[src/rtl/pc_unit.sv]
// ---------------------------------------------------------------------------
// pc_unit -- program counter with boot delay, redirect and misaligned-trap
//
// After reset release the unit idles for BOOT_CYCLES cycles at RESET_VECTOR,
// then fetches sequentially. Fetch can be stalled or redirected. A redirect
// to a non-word-aligned target never reaches pc_actual. Instead, the PC
// jumps to TRAP_VECTOR, the offending target is captured, and a one-cycle
// TRAP state blanks fetch_valid before fetching resumes at TRAP_VECTOR.
//
// Parameters
//   XLEN          PC / target width
//   RESET_VECTOR  PC value during reset and boot
//   TRAP_VECTOR   PC value loaded on a misaligned redirect
//   BOOT_CYCLES   idle cycles after reset release (1..15)
//
// Ports
//   CLK              in   clock, rising edge
//   reset            in   asynchronous active-low reset
//   stall            in   hold PC (ignored when a redirect is present)
//   redirect_valid   in   branch/jump request this cycle
//   redirect_target  in   branch/jump destination
//   pc_actual        out  current fetch address (registered)
//   pc_plus4         out  pc_actual + 4, combinational, wraps
//   fetch_valid      out  pc_actual is a valid fetch address (registered)
//   fault            out  one-cycle pulse on a misaligned redirect
//   fault_addr       out  last misaligned redirect target (sticky)
// ---------------------------------------------------------------------------
module pc_unit #(
    parameter int unsigned        XLEN         = 32,
    parameter logic [XLEN-1:0]    RESET_VECTOR = 32'h0000_0000,
    parameter logic [XLEN-1:0]    TRAP_VECTOR  = 32'h0000_0100,
    parameter int unsigned        BOOT_CYCLES  = 2
) (
    input  logic            CLK,
    input  logic            reset,
    input  logic            stall,
    input  logic            redirect_valid,
    input  logic [XLEN-1:0] redirect_target,
    output logic [XLEN-1:0] pc_actual,
    output logic [XLEN-1:0] pc_plus4,
    output logic            fetch_valid,
    output logic            fault,
    output logic [XLEN-1:0] fault_addr
);

    typedef enum logic [1:0] {
        BOOT = 2'd0,
        RUN  = 2'd1,
        TRAP = 2'd2
    } state_t;

    // Boot ends on the edge where the counter already holds BOOT_CYCLES-1,
    // so fetch_valid rises exactly BOOT_CYCLES edges after release.
    localparam logic [3:0] BOOT_LAST = 4'(BOOT_CYCLES - 1);

    state_t     state;
    logic [3:0] boot_cnt;
    logic       misaligned;

    assign pc_plus4   = pc_actual + XLEN'(4);
    assign misaligned = redirect_valid && (redirect_target[1:0] != 2'b00);

    // NOTE: every register below is written with <= so that all of them
    // sample the same pre-edge values; mixing in = here would create
    // order-dependent simulation and a mismatch against synthesis.
    always_ff @(posedge CLK or negedge reset) begin
        if (!reset) begin
            state       <= BOOT;
            boot_cnt    <= '0;
            pc_actual   <= RESET_VECTOR;
            fetch_valid <= 1'b0;
            fault       <= 1'b0;
            fault_addr  <= '0;
        end else begin
            // fault is a pulse: cleared every cycle unless set below.
            fault <= 1'b0;
            case (state)
                BOOT: begin
                    // stall and redirect are ignored while booting.
                    if (boot_cnt == BOOT_LAST) begin
                        state       <= RUN;
                        fetch_valid <= 1'b1;
                    end else begin
                        boot_cnt <= boot_cnt + 4'd1;
                    end
                end
                RUN: begin
                    // Priority: misaligned redirect > aligned redirect > stall > increment.
                    if (misaligned) begin
                        pc_actual   <= TRAP_VECTOR;
                        fault_addr  <= redirect_target;
                        fault       <= 1'b1;
                        fetch_valid <= 1'b0;
                        state       <= TRAP;
                    end else if (redirect_valid) begin
                        pc_actual <= redirect_target;
                    end else if (!stall) begin
                        pc_actual <= pc_plus4;
                    end
                end
                TRAP: begin
                    // One bubble cycle; PC stays at TRAP_VECTOR and all
                    // inputs are ignored. Fetch resumes at TRAP_VECTOR.
                    state       <= RUN;
                    fetch_valid <= 1'b1;
                end
                default: begin
                    state       <= BOOT;
                    fetch_valid <= 1'b0;
                end
            endcase
        end
    end

endmodule

[config.mk]
export PLATFORM = sky130hd
export DESIGN_NAME = pc_unit
export DESIGN_NICKNAME = d
export VERILOG_FILES = /design/src/rtl/pc_unit.sv
export SDC_FILE = /design/constraint.sdc
export NUM_CORES = 1
export LEC_CHECK = 0
export ABC_CLOCK_PERIOD_IN_PS = 5400
export CORE_MARGIN = 2
export CORE_UTILIZATION = 49
export CTS_CLUSTER_SIZE = 10
export DETAILED_ROUTE_END_ITERATION = 8
export PLACE_DENSITY = 0.93
export SLEW_MARGIN = 10
export SYNTH_ARGS = -nofsm -noshare
export SYNTH_HDL_FRONTEND = slang
export SYNTH_SLANG_ARGS = --single-unit
[constraint.sdc]
create_clock -name CLK -period 5.4 [get_ports CLK]
set_clock_uncertainty 0.2 [all_clocks]
set_input_delay 0.81 -clock CLK [delete_from_list [all_inputs] [get_ports CLK]]
set_output_delay 0.81 -clock CLK [all_outputs]
set_load 0.005 [all_outputs]
* Word-level counts from Yosys, hierarchy flattened *
Index checks and enable logic that the tools add are counted.

operators by class
  add/sub/neg operators = 2
  equal/unequal tests = 6
  multiplexer cells = 11
  bitwise operators = 1
  reductions and logical operators = 7

operator list
  kind                                                                      count
  32-bit two-way mux                                                        3
  32-bit by 3-bit adder with 32-bit output (second input constant)          1
  2-bit AND reduction                                                       4
  2-bit one-hot mux with 3 select lines                                     1
  4-bit by 1-bit adder with 4-bit output (second input constant)            1
  4-bit by 1-bit == test with 1-bit output (second input constant)          1
  1-bit two-way mux                                                         4
  2-bit two-way mux                                                         2
  2-bit inequality test (second input constant)                             2
  3-bit by 1-bit inequality test with 1-bit output (second input constant)  1
  1-bit one-hot mux with 3 select lines                                     1
  2-bit by 1-bit == test with 1-bit output (second input constant)          1
  2-bit == test (second input constant)                                     1
  2-bit zero test                                                           1
  2-bit nonzero test                                                        1
  1-bit logical AND                                                         1
  1-bit inverter                                                            1

storage, ports and cells
  bits in registers = 72

* Depth between registers and ports, before layout *
  depth after elaboration = 4
  mapped depth = 7
  gate-level depth less buffers = 6

* Least setup slack after synthesis *
No wires, ideal clock.

  path type = reg-to-output
  start = register pc_actual[9]
  end = output pc_plus4[29]
  data arrival time = 1.758 ns
  data required time = 4.390 ns
  path slack = 2.632 ns
  stages on the path, launching flop included = 7
  path buffers = 2
  cells stage by stage = dfrtp_1 buf_4 nand4_2 or4_4 buf_6 nor4b_4 xor2_1

on the way
  word-level cells in the longest chain between the ends = 1

ends and longest elaborated chain
  element                                   RTL line  source
  start, declared                           39        output logic [XLEN-1:0] pc_actual,
  start signal, assigned                    96        pc_actual <= redirect_target;
  start signal, assigned                    98        pc_actual <= pc_plus4;
  32-bit by 3-bit adder with 32-bit output  60        assign pc_plus4 = pc_actual + XLEN'(4);
  end, declared                             40        output logic [XLEN-1:0] pc_plus4,

Every way passes these cells.

* Worst setup path after layout *
  start = register pc_actual[2]
  end = output pc_plus4[22]

The elaborated chain is that of the path after synthesis.

==> impl_metrics.toml <==
[status]
outcome = "complete, no violations"

[place]
placed_area_sq_um = 5216
post-dp-hpwl_mm = 7.836
io_buffer_count = 133
gp_congestion = 0.9070

[routing]
firstDrtPassIters = 7
finalWirelength_mm = 11.33
drcViolationCount = 0
wl_per_cell_um = 18.34
drt_iter0_drc = 257
vias = 3727
drtAntennaViolNets = 0
avgViaCountPerCell = 6.031

[power]
vdd_drop_max_mv = 0.2906
power_frac_seq_pct = 35.4
cell_internal_pwr_mw = 2.057
power.share.clock_pct = 18.5
p_sw_mw = 1.045
power_density_nw_per_um2 = 565.7
switching_share_pct = 33.69
p_comb_share_pct = 46.1
p_total_mw = 3.102
p_leak_nw = 2.221

[clocking]
clockBufferDepth = 2
clkLatencyLatePin_ns = 0.36
clk_pin_slew_ns = 0.08
htreeDepth = 3
cts_made_buffers = 9
cts_hold_buf = 0
ctsRootBufferMaster = "clkbuf_8"
tritoncts = "built"
postCtsResizedCells = 0
clock_sinks = 72
post_cts_buffers = 0

[yosys]
yosys.area.top_type = "dfrtp_1"
synth_area_leaders = "dfrtp_1 (46%), mux2_2 (8.7%), xnor2_1 (4.3%)"
async_flop_share_pct = 100.0
yosysTopAreaCellShare_pct = 46.42
synth_nets = 432
syn_avg_cell_area_sq_um = 9.876
synth.most_common_cell = "dfrtp_1"
synth_edf_count = 0
synthesis.instances = 393
ys_types = 59
ys_seq_area_share_pct = 46.42
yosys_warnings = 0
ys.flop_type = "dfrtp_1"
ys_seq_elements = 72
synthTopCellsByCount = "dfrtp_1 (72), nand2_1 (33), mux2_2 (30), nor2_1 (30), o21ai_0 (21)"
syn-cell-area_sq_um = 3881

[grt]
grt_usage_pct = 26.30
grt_pass1_vias = 3534
grt_pass1_wl_mm = 17.88
overflow = 0
antenna_found_initial = 0
grt_max_degree = 73

[floorplan]
initial_core_util_pct = 50.49
dieArea_sq_um = 8649
core_sq_um = 7687
die_x_um = 93
io_pins = 134
rows = 32
chipHeight_um = 93

[setup_path]
cp_common_cell = "nand3_1"
worst-setup-path-type = "flop to output port"
path_max_fanout = 12
slowest_stage = "nor4_2"
end_kind = "output port"
setup.worst_path.start_class = "flop"
required_ns = 4.39
worstPathCellList = "ha_1 -> nand3_1 -> nor4_2 -> nand3_1 -> nor2_1 -> xnor2_1 -> clkdlybuf4s50_1"
critPathArrivalTime_ns = 3.39
r2r_cells = 6
worst_path_largest_cell_delay_ns = 0.89

[timing]
worst_slew_pin_slew_ns = 1.160
rsz0062_at_grt = "no"
final.period_utilization_pct = 81.44
finalSetupViolCount = 0
min_period_ns = 4.398
hold_viol = 0
tns_ns = 0
max_freq_mhz = 227.4
slew_headroom_pct = 22.63
drv_slew = 0

[layout]
layout-drive-gt1-share_pct = 11.63
area_growth_pct = 41.30
n_antenna_cell = 0
stdcell_area_sq_um = 5484
fin_nets = 550

[flow_run]
cap_violations = 0

[worst_hold_path]
min_path_type = "flop to flop"
holdPathStages = 1
-- layout make-up --
cell class | count | area (sq um)
multi-input combinational | 282 | 1911
sequential | 72 | 1802
inverter | 12 | 45.04
clock buffer | 10 | 137.6
tap | 102 | 127.6
fill | 574 | 2203
timing repair buffer | 134 | 1331
clock inverter | 6 | 130.1
-- critical path, delay by kind of cell (launching register included) --
family                     cells  cell delay [ns]
xor gates and xnor gates       1             0.13
and+or+nand+nor                4             1.68
adders and majority gates      1             0.27
buffers and inverters          1             0.52
DFF                            1             0.45
-- sequential cells by signal (all words and copies together), names as in the netlist --
name,cells
boot_cnt,4
fault,1
fault_addr,32
fetch_valid,1
pc_actual,32
state,2
-- power by group through the flow --
stage / Combinational, mW / Sequential, mW / Clock (mW)
final: 1.43 / 1.10 / 0.574
after detailed placement: 1.43 / 1.09 / 0
after CTS: 1.44 / 1.09 / 0.575
after global routing: 1.54 / 1.13 / 0.599
after global placement: 1.39 / 1.06 / 0
after floorplan: 0.589 / 1.03 / 0
-- placed cells by master (no fill, tap or decap), types with 3 or more instances in the layout --
cell type and n:
o21ai_0 20, a32oi_1 3, clkbuf_8 10, xnor2_1 19, ha_1 3, clkdlybuf4s50_1 131
a21oi_1 19, dfrtp_1 72, nand2_1 33, nor4_1 5, o21ai_1 5, nand3_1 17
and2_1 4, o2bb2ai_1 4, nand4_1 10, mux2_2 30, bufinv_16 4, inv_1 12
and3_1 8, o22ai_1 4, nor2b_1 3, a22oi_1 4, nor2_1 29, o31a_1 3
nor3_1 7, xor2_1 12
-- metal layers --
layer | GRT usage (%) | vias to the layer above | routed length (um)
li1 | - | 1647 | -
met1 | 33.37 | 1836 | 4364
met2 | 44.14 | 214 | 5753
met3 | 5.479 | 30 | 911
met4 | 10.42 | 0 | 302
met5 | 0 | - | 0
-- logic make-up after synthesis --
family	Yosys count	share of synthesized area, %
buf+inv	39	4.513
fa+ha+maj	3	0.9672
simple gates	132	17.80
flops	72	46.42
mux	32	9.220
xor+xnor	31	6.995
compound gates	84	14.09
-- path summary, 6_finish.rpt --
check	from	endpoint	slack (ns)
setup / recovery	pc_actual[2]$_DFFE_PN0P_	pc_plus4[22]	1.00
hold / removal	boot_cnt[3]$_DFFE_PN0N_	boot_cnt[3]$_DFFE_PN0N_	0.28
setup reg to reg	pc_actual[2]$_DFFE_PN0P_	pc_actual[22]$_DFFE_PN0P_	2.32
hold reg to reg	boot_cnt[3]$_DFFE_PN0N_	boot_cnt[3]$_DFFE_PN0N_	0.28
max in group asynchronous	reset	fault_addr[19]$_DFFE_PN0P_	4.02
min in group asynchronous	reset	fault_addr[8]$_DFFE_PN0P_	0.38
-- stage by stage --
| stage | hold WS (ns) | setup WS, ns | instances | utilization, % |
|---|---|---|---|---|
| after floorplan | 0.2465 | 2.632 | 393 | - |
| after global placement | 0.2584 | 1.386 | 602 | 67.85 |
| after detailed placement | 0.2645 | 1.353 | 602 | 67.85 |
| after CTS | 0.2799 | 1.008 | 618 | 71.34 |
| after global routing | 0.3168 | 0.7070 | 618 | 71.34 |
| final | 0.2833 | 1.002 | 618 | 71.34 |
(Power assumes the default switching activity.)
==> patch 1: new RTL, config.mk and constraints unchanged <==
Change the parameter `TRAP_VECTOR` from 32'h0000_0100 to 32'h000000C0.
--- a/src/rtl/pc_unit.sv
+++ b/src/rtl/pc_unit.sv
@@ -28,7 +28,7 @@
 module pc_unit #(
     parameter int unsigned        XLEN         = 32,
     parameter logic [XLEN-1:0]    RESET_VECTOR = 32'h0000_0000,
-    parameter logic [XLEN-1:0]    TRAP_VECTOR  = 32'h0000_0100,
+    parameter logic [XLEN-1:0]    TRAP_VECTOR  = 32'h000000C0,
     parameter int unsigned        BOOT_CYCLES  = 2
 ) (
     input  logic            CLK,
Check against the original RTL: not equivalent (a bounded check fails within 4 cycles, from zero or initial values and one cycle with reset low).
==> patch 1 against the original RTL <==
Cell area down 0.62%; global-route usage down 0.72 points; first-iteration DRC count up 36%; sequential share of layout area up 0.20 points; synthesized cell count down 2.3%; sequential cell count unchanged; synthesized area down 0.19%; critical path type unchanged; total power down 8.0%; critical endpoint is now pc_plus4[25]; routed wire length down 4.0%; setup slack better by 0.17 ns.
==> patch 1: results (changes against the original RTL) <==
Parameter                              Value

Final layout
  Post-layout net count ... 547 (-0.55%)
  Final cell count without fillers ... 614 (-0.65%)
  Multi-input logic area ... 1939 um2 (+1.5%)

Place
  Post-placement worst setup slack ... 1.593 ns (+0.2397 ns)
  RD Place Congestion ... 0.8041 (-11%)
  Post-detail-place hpwl ... 7581 um (-3.2%)

Global routing
  GRT Util Overall ... 25.58% (-0.72 points)
  Global-route met1 utilization ... 32.09% (-1.3 points)
  First-pass GRT wire length ... 17280 um (-3.4%)
  Vias in the first global route ... 3509 (-0.71%)

Detailed routing
  Routed length on met3 ... 885 um (-2.9%)
  DR iter-0 viols ... 349 (+36%)
  Vias per Instance ... 5.834 (-3.3%)
  Met2 Routed Length ... 5439 um (-5.5%)

Setup path
  R2R setup slack ... 2.67 ns (+0.35 ns)
  FF-to-FF End ... pc_actual[27]
  Launch point of the worst path ... pc_actual[7]
  Arrival @ worst endpoint ... 3.22 ns (-0.17 ns)

Worst hold path
  Cell count of the worst hold path ... 2 (+1)
  Hold path startpoint ... fault_addr[1]
  Worst Hold Endpoint ... fault_addr[1]

Yosys
  Portion of the post-synthesis area used by sequential elements ... 46.51% (+0.090 points)
  Synthesized net count ... 423 (-2.1%)
  Commonest cells in the synthesized netlist ... dfrtp_1 (72), o21ai_0 (34), nand2_1 (31), mux2_2 (29), nand3_1 (18)

Pwr
  Flop pwr share ... 37.7% (+2.3 points)
  Power share of the combinational group ... 47.2% (+1.1 points)

Run status
  Status ... finished clean
[patch 1: changes by cell type in the layout (fill, tap and decap cells not counted), moves of 4 or more]
cell / delta
a21oi_1: -6
a22oi_1: +8
a31oi_1: +4
inv_1: -4
nor2_1: -14
o21ai_0: +13
o21ai_1: -5
[patch 1: cell type report]
type / instances / area share (%)
Multi-Input combinational cell: 279 / 35.58
Sequential cell: 72 / 33.06
Timing Repair Buffer: 137 / 24.84
Clock buffer: 10 / 2.525
Tap cell: 102 / 2.342
Clock inverter: 5 / 1.033
Inverter: 9 / 0.6198
[patch 1: cells by family after synthesis]
logic type / Yosys count / share of synthesized area [%]
AO/OA/AOI/OAI: 83 / 13.31
buffers and inverters: 33 / 3.714
adder cells (fa/ha/maj): 3 / 0.9691
multiplexers: 34 / 9.787
flip-flops: 72 / 46.51
AND/OR/NAND/NOR: 128 / 18.70
XOR/XNOR: 31 / 7.009
==> patch 2: new RTL, same settings <==
Made on the original files. Encoding of `state_t`: now one-hot (3 bits for 3 states).
--- a/src/rtl/pc_unit.sv
+++ b/src/rtl/pc_unit.sv
@@ -43,10 +43,10 @@
     output logic [XLEN-1:0] fault_addr
 );
 
-    typedef enum logic [1:0] {
-        BOOT = 2'd0,
-        RUN  = 2'd1,
-        TRAP = 2'd2
+    typedef enum logic [2:0] {
+        BOOT = 3'b001,
+        RUN  = 3'b010,
+        TRAP = 3'b100
     } state_t;
 
     // Boot ends on the edge where the counter already holds BOOT_CYCLES-1,
Check against the original RTL: same outputs for any inputs over 10 cycles, from zero or initial values and one cycle with reset low; not proved beyond that.
==> patch 2 against the original RTL <==
Global-route usage up 0.59 points; synthesized area is 8.5% higher; total power down 13%; sequential cell count up 1; routed wire length is 10% higher; die area increased by 8.1%; clock power fell by 31%; cell area up 3.8%; non-clock buffer count is 1 higher; setup slack gained 0.36 ns; critical path type unchanged; highest routed layer unchanged.
==> patch 2: results (changes against the original RTL) <==
Parameter                              Value

Global routing
  First-pass GRT wire length ... 20720 um (+16%)
  GRT Util Overall ... 26.90% (+0.59 points)
  Global routing usage on met2 ... 42.90% (-1.2 points)
  Vias in the first global route ... 3946 (+12%)
  Maximum number of pins on one net before global-route repair ... 74 (+1.4%)
  Global-route met1 utilization ... 35.66% (+2.3 points)
  Met3 usage ... 8.020% (+2.5 points)

Final layout
  Fillers ... 649 (+13%)
  Share of cells above drive strength 1 ... 11.13% (-0.50 points)
  Post-layout net count ... 582 (+5.8%)
  Final cell count without fillers ... 653 (+5.7%)

Place
  Placed standard-cell area ... 5522 um2 (+5.9%)
  Post-detail-place hpwl ... 8570 um (+9.4%)
  Post-placement worst setup slack ... 1.487 ns (+0.1337 ns)
  RD Place Congestion ... 0.8779 (-3.2%)

Yosys
  Cell variety after synth ... 56 (-5.1%)
  Synthesized netlist cell count ... 437 (+11%)
  Commonest cells in the synthesized netlist ... dfrtp_1 (72), mux2_2 (33), nand3_1 (28), nand2_1 (23)
  Portion of the post-synthesis area used by sequential elements ... 43.40% (-3.0 points)
  Largest cells by area after synthesis ... dfrtp_1 (43%), mux2_2 (8.8%), xnor2_1 (3.5%), nand3_1 (3.3%), xor2_1 (2.7%)
  Synthesized net count ... 476 (+10%)

Detailed routing
  Routed length on met3 ... 1056 um (+16%)
  Vias per Instance ... 6.250 (+3.6%)
  Wire length the detailed router placed on met1 ... 5016 um (+15%)
  Met2 Routed Length ... 6181 um (+7.4%)
  DR iter-0 viols ... 392 (+53%)

Setup path
  Worst Reg-to-Reg Cells ... 4 (-2)
  Delay of the slowest cell on the worst path ... 0.57 ns (-0.32 ns)
  Arrival @ worst endpoint ... 3.03 ns (-0.36 ns)
  R2R setup slack ... 2.34 ns (+0.02 ns)
  Reg2Reg Launch Point ... state[2]
  Last element of the critical path ... pc_plus4[29]
  Max FO, Critical Path ... 14 (+2)

Pwr
  Power share of the combinational group ... 46.8% (+0.7 points)
  Lkg Pwr ... 0.002256 uW (+1.6%)
  Combinational logic power ... 1270 uW (-11%)
  Net switching power of the design ... 956.7 uW (-8.5%)
  Power in sequential cells ... 1050 uW (-5%)

Run status
  Status ... finished clean

STA
  Transition at the pin with the smallest max-transition slack ... 1.311 ns (+0.1504 ns)
  Achievable frequency ... 0.2477 GHz (+8.9%)
==> patch 2: cell families after synthesis <==
logic type               count (synthesis)  synth area share (%)
AO/OA/AOI/OAI                           85                 14.32
XOR/XNOR                                30                 6.239
adder cells (fa/ha/maj)                  3                0.8914
buffers and inverters                   60                 6.031
flip-flops                              73                 43.40
multiplexers                            34                 9.061
AND/OR/NAND/NOR                        152                 20.05
==> patch 2: layout make-up <==
type	instances	area, um2	share of cell area (%)
Multi-Input combinational cell	304	2143	37.64
Sequential cell	73	1828	32.10
Timing Repair Buffer	135	1344	23.60
Clock buffer	12	145.1	2.549
Tap cell	105	131.4	2.307
Inverter	20	75.07	1.318
Clock inverter	4	27.53	0.4834
==> patch 2: metrics by stage <==
step / hold WS [ns] / utilization (%)
5_1_grt: 0.3162 / 68.95
4_1_cts: 0.2809 / 68.95
3_5_place_dp: 0.2661 / 66.86
3_3_place_gp: 0.2618 / 66.86
2_1_floorplan: 0.2465 / -
6_report: 0.2761 / 68.95
